File: config.mk
export PLATFORM = sky130hd
export DESIGN_NAME = counter_timer_chain
export DESIGN_NICKNAME = d
export VERILOG_FILES = /design/src/rtl/counter_timer_chain.sv
export SDC_FILE = /design/constraint.sdc
export NUM_CORES = 1
export LEC_CHECK = 0
export BUFFER_PORTS_ARGS = -buffer_cell sky130_fd_sc_hd__buf_2
export CAP_MARGIN = 10
export CORE_MARGIN = 2
export CORE_UTILIZATION = 51
export DETAILED_ROUTE_END_ITERATION = 16
export GPL_TIMING_DRIVEN = 0
export PLACE_DENSITY = 0.82
export SLEW_MARGIN = 20
export SYNTH_ARGS = -nofsm -noshare
export SYNTH_HDL_FRONTEND = slang
export SYNTH_SLANG_ARGS = --single-unit
File: constraint.sdc
create_clock -name clkin -period 4.5 [get_ports clkin]
set_input_delay 0.675 -clock clkin [delete_from_list [all_inputs] [get_ports clkin]]
set_output_delay 0.675 -clock clkin [all_outputs]
set_load 0.03 [all_outputs]
File: src/rtl/counter_timer_chain.sv
// rtl/counter_timer_chain.sv - cascadable up/down counter-timer stage with byte-lane register writes
module counter_timer_chain (
  input  logic        clkin,
  input  logic        resetn,
  input  logic [3:0]  reg_cfg_we,
  input  logic [31:0] reg_cfg_di,
  output logic [31:0] reg_cfg_do,
  input  logic [3:0]  reg_val_we,
  input  logic [31:0] reg_val_di,
  output logic [31:0] reg_val_do,
  input  logic [3:0]  reg_dat_we,
  input  logic [31:0] reg_dat_di,
  output logic [31:0] reg_dat_do,
  input  logic        chain_in,
  output logic        chain_out,
  output logic        irq_out
);

  localparam int CFG_ENABLE  = 0;
  localparam int CFG_ONESHOT = 1;
  localparam int CFG_UPDOWN  = 2;
  localparam int CFG_IRQ_EN  = 3;
  localparam int CFG_CHAIN   = 4;

  logic [4:0]  cfg_q, cfg_d;
  logic [31:0] val_q, val_d;
  logic [31:0] dat_q, dat_d;
  logic        chain_out_q, chain_out_d;
  logic        irq_out_q, irq_out_d;

  logic        advance;
  logic        at_terminal;
  logic        terminal_event;
  logic        enable_clear;
  logic [31:0] count_next;

  // Only lane 0 of the config register carries state; the rest is accepted and dropped.
  logic        cfg_unused;
  assign cfg_unused = ^{reg_cfg_we[3:1], reg_cfg_di[31:5]};

  // Replace each byte of cur with the matching byte of wdata where its lane enable is set.
  function automatic logic [31:0] merge_lanes(input logic [31:0] cur,
                                              input logic [31:0] wdata,
                                              input logic [3:0]  we);
    logic [31:0] res;
    res = cur;
    for (int i = 0; i < 4; i++) begin
      if (we[i]) begin
        res[i*8 +: 8] = wdata[i*8 +: 8];
      end
    end
    return res;
  endfunction

  // Decide whether this cycle counts and whether the count sits at its terminal value.
  always_comb begin
    advance        = cfg_q[CFG_ENABLE] & (~cfg_q[CFG_CHAIN] | chain_in);
    at_terminal    = cfg_q[CFG_UPDOWN] ? (dat_q == val_q) : (dat_q == 32'd0);
    terminal_event = advance & at_terminal;
  end

  // Counting step: step toward the terminal, then reload (periodic) or park and stop (oneshot).
  always_comb begin
    count_next   = dat_q;
    enable_clear = 1'b0;
    if (advance) begin
      if (!at_terminal) begin
        count_next = cfg_q[CFG_UPDOWN] ? dat_q + 32'd1 : dat_q - 32'd1;
      end else if (cfg_q[CFG_ONESHOT]) begin
        // dat already equals the parking value (val when up, 0 when down).
        count_next   = dat_q;
        enable_clear = 1'b1;
      end else begin
        count_next = cfg_q[CFG_UPDOWN] ? 32'd0 : val_q;
      end
    end
  end

  // Register next-state: software writes override the counter's own updates lane by lane.
  always_comb begin
    cfg_d = cfg_q;
    if (enable_clear) begin
      cfg_d[CFG_ENABLE] = 1'b0;
    end
    if (reg_cfg_we[0]) begin
      cfg_d = reg_cfg_di[4:0];
    end
    val_d       = merge_lanes(val_q, reg_val_di, reg_val_we);
    dat_d       = merge_lanes(count_next, reg_dat_di, reg_dat_we);
    chain_out_d = terminal_event;
    irq_out_d   = terminal_event & cfg_q[CFG_IRQ_EN];
  end

  // State registers with synchronous active-low reset; reset also blocks writes and strobes.
  always_ff @(posedge clkin) begin
    if (!resetn) begin
      cfg_q       <= 5'd0;
      val_q       <= 32'd0;
      dat_q       <= 32'd0;
      chain_out_q <= 1'b0;
      irq_out_q   <= 1'b0;
    end else begin
      cfg_q       <= cfg_d;
      val_q       <= val_d;
      dat_q       <= dat_d;
      chain_out_q <= chain_out_d;
      irq_out_q   <= irq_out_d;
    end
  end

  assign reg_cfg_do = {27'd0, cfg_q};
  assign reg_val_do = val_q;
  assign reg_dat_do = dat_q;
  assign chain_out  = chain_out_q;
  assign irq_out    = irq_out_q;

endmodule

* After elaboration in Yosys (flattened, before gate mapping)
Index checks and enable logic that the tools add are counted.
** Cells by class
- Equal/unequal tests :: 5
- Add/subtract/negate cells :: 2
- Reduce and logical (&&, ||, !) cells :: 10
- Muxes and demuxes :: 15
- Bitwise logic cells :: 5
** Operators by type and width (count)
- $mux 32 :: 5
- $add 32x1->32 const B :: 1
- $eq 32x32->1 :: 1
- $logic_not 32->1 :: 1
- $mux 8 :: 4
- $sub 32x1->32 const B :: 1
- $ne 3x3->1 const B :: 4
- $reduce_bool 2->1 :: 5
- $reduce_and 2->1 :: 4
- $mux 1 :: 6
- $and 1x1->1 :: 3
- $not 1->1 :: 1
- $or 1x1->1 :: 1
** Storage, ports and cells
- Register bits :: 71
- Output and inout port bits :: 98

* Longest topological paths before layout
- Depth after elaboration :: 6
- Mapped depth :: 13
- Gate-level depth less buffers :: 10

* Worst setup path before layout
Ideal clock, no wire load.
- Kind :: register -> register
- From :: reg cfg_q[2]
- To :: reg dat_q[29], in the netlist reg_dat_do[29]
- Buffers on the path :: 2
- Path slack :: 411 ps
- Cell stages (with the launch flop) :: 13
- Required time :: 4384 ps
- Arrival :: 3973 ps
- Cells stage by stage :: dfxtp_1 -> inv_1 -> clkbuf_1 -> clkbuf_1 -> ha_1 -> a21oi_1 -> o21ai_0 -> a311oi_1 -> o21ai_0 -> a221oi_1 -> a211oi_1 -> or3b_1 -> a41o_1
** Between the ends
- Longest elaborated chain between the ends :: 5
- Elaborated cells between the ends (all ways) :: 9
- Those cells by class :: eq/ne (1); mux (7); reduce/logical (1)
** RTL lines
- start, declared :: RTL line 25 : logic [4:0] cfg_q, cfg_d;
- start signal, assigned :: RTL line 103 : cfg_q <= cfg_d;
- $mux 32 :: RTL line 74 : count_next = cfg_q[CFG_UPDOWN] ? 32'd0 : val_q;
- $mux 32 :: RTL line 69 : end else if (cfg_q[CFG_ONESHOT]) begin
- $mux 32 :: RTL line 67 : if (!at_terminal) begin
- $mux 32 :: RTL line 66 : if (advance) begin
- $mux 8 :: RTL line 48 : if (we[i]) begin
- end signal, assigned :: RTL line 105 : dat_q <= dat_d;
- end, declared :: RTL line 27 : logic [31:0] dat_q, dat_d;
Several ways; a longest one is shown, not always the timed one. The select of a mux whose other input is x is not followed.
A chain may end at the register's enable or synchronous reset.

* Worst setup path in the final report
Ends and elaborated chain as after synthesis.

==> flow_summary.toml <==
[floorplanning]
starting_density_pct = 51.9
top_level_ports = 209
placement_rows = 38
dieWidth_um = 109
die_area_um2 = 11800
floorplan.die.height_um = 109
core_um2 = 10800

[timing]
grt_setup_unrepaired = "no"
max_transition_viols_final = 0
post-route-min-period_ns = 4.20
tightest_pin_transition_ns = 0.740
min_period_over_period_pct = 93.4
maximum_operating_frequency_mhz = 238
setup_viol = 0
final_hold_vios = 0
slew_headroom_pct = 50.7
setup_total_negative_slack_ns = 0
final_clock_skew_ns = 0.0126

[worst_setup_path]
timing.critical_path.arrival_ns = 4.47
end_of_the_critical_path = "reg_dat_do[29]$_SDFFE_PN0P_"
cpPeakStageDelay_ns = 0.59
timing.critical_path.cells = "inv_1 > clkbuf_1 > clkbuf_2 > buf_12 > ha_1 > a21oi_1 > o21ai_0 > a311oi_1 > o21ai_0 > a221oi_1 > a211oi_1 > or3b_1 > a41o_1"
critical_path.startpoint = "cfg_q[2]$_SDFFE_PN0P_"
critical_path_class = "flip-flop to flip-flop"
rr_startpoint = "cfg_q[2]$_SDFFE_PN0P_"
rrSetupSlack_ns = 0.30
startpoint_type = "flip-flop"
cpMostUsedCell = "sky130_fd_sc_hd__o21ai_0"
critical_path.n_buffers_inverters = 4
reg2reg_depth = 13
worst_path_max_delay_cell = "sky130_fd_sc_hd__dfxtp_1"
cp.required_ns = 4.77
crit_path_end_kind = "flip-flop"
crit_family = "compound AO/OA/AOI/OAI gates"
crit_cells = 13
r2r_end = "reg_dat_do[29]$_SDFFE_PN0P_"
path_max_fanout = 31

[cells_and_area]
nFillCells = 994
layout_cell_share_with_drive_strength_beyond_1_pct = 24.4
final_util_pct = 63.1
fin_area_um2 = 6810
n_diodes = 0
area_delta_synth_final_pct = 21.6
net_count_final = 1025

[yosys]
netlist.top_cell.by_area = "sky130_fd_sc_hd__dfxtp_1"
post_synth_main_area_contributors = "sky130_fd_sc_hd__dfxtp_1 25%, sky130_fd_sc_hd__mux2i_1 8.0%, sky130_fd_sc_hd__ha_1 6.7%, sky130_fd_sc_hd__xnor2_1 6.3%, sky130_fd_sc_hd__nor2_1 5.6%"
synth_sequential_area_ratio_pct = 25.4
async_s_r_ff_share_synth_pct = 0
mapped_avg_cell_area_um2 = 8.00
syn_inst_count = 700
synth_adder_area_share_pct = 7.06
synthesis.area_um2 = 5600
netlist-cell-type-count = 72
ys_warn_count = 0
synth_enable_flop_cells = 0
postSynth.topFlopCell = "sky130_fd_sc_hd__dfxtp_1"
yosysTopAreaCellShare_pct = 25.4
synth.ff_latch_count = 71
synth_top_family_by_area = "compound AO/OA/AOI/OAI gates"
synthSimpleGateAreaFrac_pct = 20.7
synth_xor_area_share_pct = 7.51
synth.area.mux_share_pct = 8.05
synth_compound_area_share_pct = 23.6

[clock_network]
clock_tree.root_cell = "sky130_fd_sc_hd__clkbuf_8"
cts.htree.levels = 3
tritoncts_clock_tree = "yes"
number_of_sinks_on_the_clock_net = 71
postCtsSetupRepairBufs = 0
cts.path.max_buffers = 2
clkSlewWorstSetupHoldPaths_ns = 0.09
worst_skew_pair.late_latency_ns = 0.37
cts_hold_buf = 0
numCtsBuffers = 9

[hold_path]
min-delay-path-class = "flip-flop to flip-flop"

[status]
run_status = "finished, final reports clean"

[drt]
route.met2.wl_mm = 8.68
detailroute.wirelength.met3_mm = 2.21
drtPass1Iterations = 5
post_drt_wl_per_cell_um = 18.9
route.layer.met1.wl_mm = 7.74
route.vias.total = 6299
drc = 0
drt-vias-per-instance = 6.13
routed.top_layer = "met4"
wl_mm = 19.5
drt_first_iter_violations = 517
ant_nets = 0

[placement]
placement.io_buffers = 145
gp_congestion = 0.967
hpwl_mm = 14.9
placement.cell_area_um2 = 6620

[job]
maxCapViolations = 0

[power]
combinationalPowerShare_pct = 43.0
peakVddDrop_v = 0.000196
p_int_mw = 1.26
pwr-share-clk_pct = 23.3
design_power_total_mw = 2.24
fraction_of_power_spent_switching_nets_pct = 43.8
total_switching_power_mw = 0.983
power.density_cell_area_nw_per_um2 = 330
cellLeakagePower_nw = 3.19
share_seq_of_total_power_pct = 33.6

[global_route]
grt_pass1_vias = 5669
gr-total-overflow = 0
grt_max_degree = 32
grt_antenna_before_repair = 0
grt_first_pass_wirelength_mm = 29.8
groute.usage.overall_pct = 33.0
==> metrics by stage <==
stage                     cells  hold slack, ns  worst slack, ns
final                      1028           0.487            0.298
after global routing       1028           0.503           0.0685
after CTS                  1028           0.488            0.359
after detailed placement   1012           0.465            0.391
after global placement     1011           0.463           -0.696
after floorplan             726           0.618            0.411
==> power groups by stage <==
| stage | Combinational (mW) | Sequential [mW] | Clock [mW] |
|---|---|---|---|
| floorplan | 0.622 | 0.828 | 0 |
| global placement | 0.926 | 0.767 | 0 |
| detailed placement | 0.939 | 0.767 | 0 |
| CTS | 0.944 | 0.752 | 0.516 |
| global route | 1.04 | 0.760 | 0.547 |
| finish | 0.966 | 0.755 | 0.523 |
==> how the worst min path moves through the flow <==
| stage | from | end | slack, ns | cells after the start |
|---|---|---|---|---|
| final | cfg_q[3]$_SDFFE_PN0P_ | irq_out$_SDFF_PN0_ | 0.49 | 1 |
| after global routing | cfg_q[3]$_SDFFE_PN0P_ | irq_out$_SDFF_PN0_ | 0.50 | 1 |
| after CTS | cfg_q[3]$_SDFFE_PN0P_ | irq_out$_SDFF_PN0_ | 0.49 | 1 |
| after detailed placement | cfg_q[3]$_SDFFE_PN0P_ | irq_out$_SDFF_PN0_ | 0.47 | 1 |
| after global placement | cfg_q[3]$_SDFFE_PN0P_ | irq_out$_SDFF_PN0_ | 0.46 | 1 |
| after floorplan | cfg_q[3]$_SDFFE_PN0P_ | irq_out$_SDFF_PN0_ | 0.62 | 1 |
==> per-layer routing <==
layer | up-vias | track usage, %
met4 | 0 | 15.5
met3 | 79 | 7.95
met5 | - | 0
li1 | 2901 | -
met1 | 2903 | 43.4
met2 | 416 | 50.8
==> sequential cells by signal, indices dropped and copies added (netlist names) <==
signal,cells
reg_dat_do,32
reg_val_do,32
cfg_q,5
chain_out,1
irq_out,1
==> placed cells by master, fill, tap and decap left out, drive strengths merged, types with 6 or more instances in the layout <==
master	netlist	layout
a211oi	14	14
a21o	13	13
a21oi	45	45
a221oi	8	8
a31oi	6	6
and3	7	7
buf	40	186
clkbuf	25	34
conb	1	27
dfxtp	71	71
ha	30	30
inv	15	20
mux2i	45	45
nand2	39	39
nand2b	15	15
nand3	31	31
nand4	13	13
nor2	85	85
nor3	14	14
nor4	12	12
o21ai	35	35
o31ai	13	13
or3	6	6
xnor2	40	40
xor2	8	8
==> cells in the mapped netlist (14+ instances only) <==
cell / number
sky130_fd_sc_hd__nand2_1: 39
sky130_fd_sc_hd__nand3_1: 31
sky130_fd_sc_hd__clkbuf_1: 24
sky130_fd_sc_hd__ha_1: 30
sky130_fd_sc_hd__a21oi_1: 44
sky130_fd_sc_hd__dfxtp_1: 71
sky130_fd_sc_hd__nand2b_1: 15
sky130_fd_sc_hd__xnor2_1: 40
sky130_fd_sc_hd__buf_4: 28
sky130_fd_sc_hd__o21ai_0: 31
sky130_fd_sc_hd__mux2i_1: 45
sky130_fd_sc_hd__nor2_1: 84
sky130_fd_sc_hd__inv_1: 14
==> area by class of cell <==
type,instances,area [µm²],area share [%]
flip-flops and latches,71,1420,20.9
well taps,140,175,2.57
repair buffers,146,746,11.0
multi-input cells,575,3850,56.6
inverters,15,56.3,0.827
clock buffers,9,124,1.82
plain buffers,65,373,5.48
clock inverters,7,61.3,0.901
==> logic make-up after synthesis <==
logic type | after synthesis
and+or+nand+nor | 238
AOI/OAI and AO/OA | 186
buffers and inverters | 80
DFF | 71
xor gates and xnor gates | 48
muxes | 45
adders and majority gates | 31
other | 1
==> what timing repair did <==
item                                    in CTS  in global routing
gates resized for setup                      0                  1
endpoints found under the setup margin       0                  1
endpoints found under the hold margin        0                  0
No activity file was read; power rests on OpenSTA's default activity.
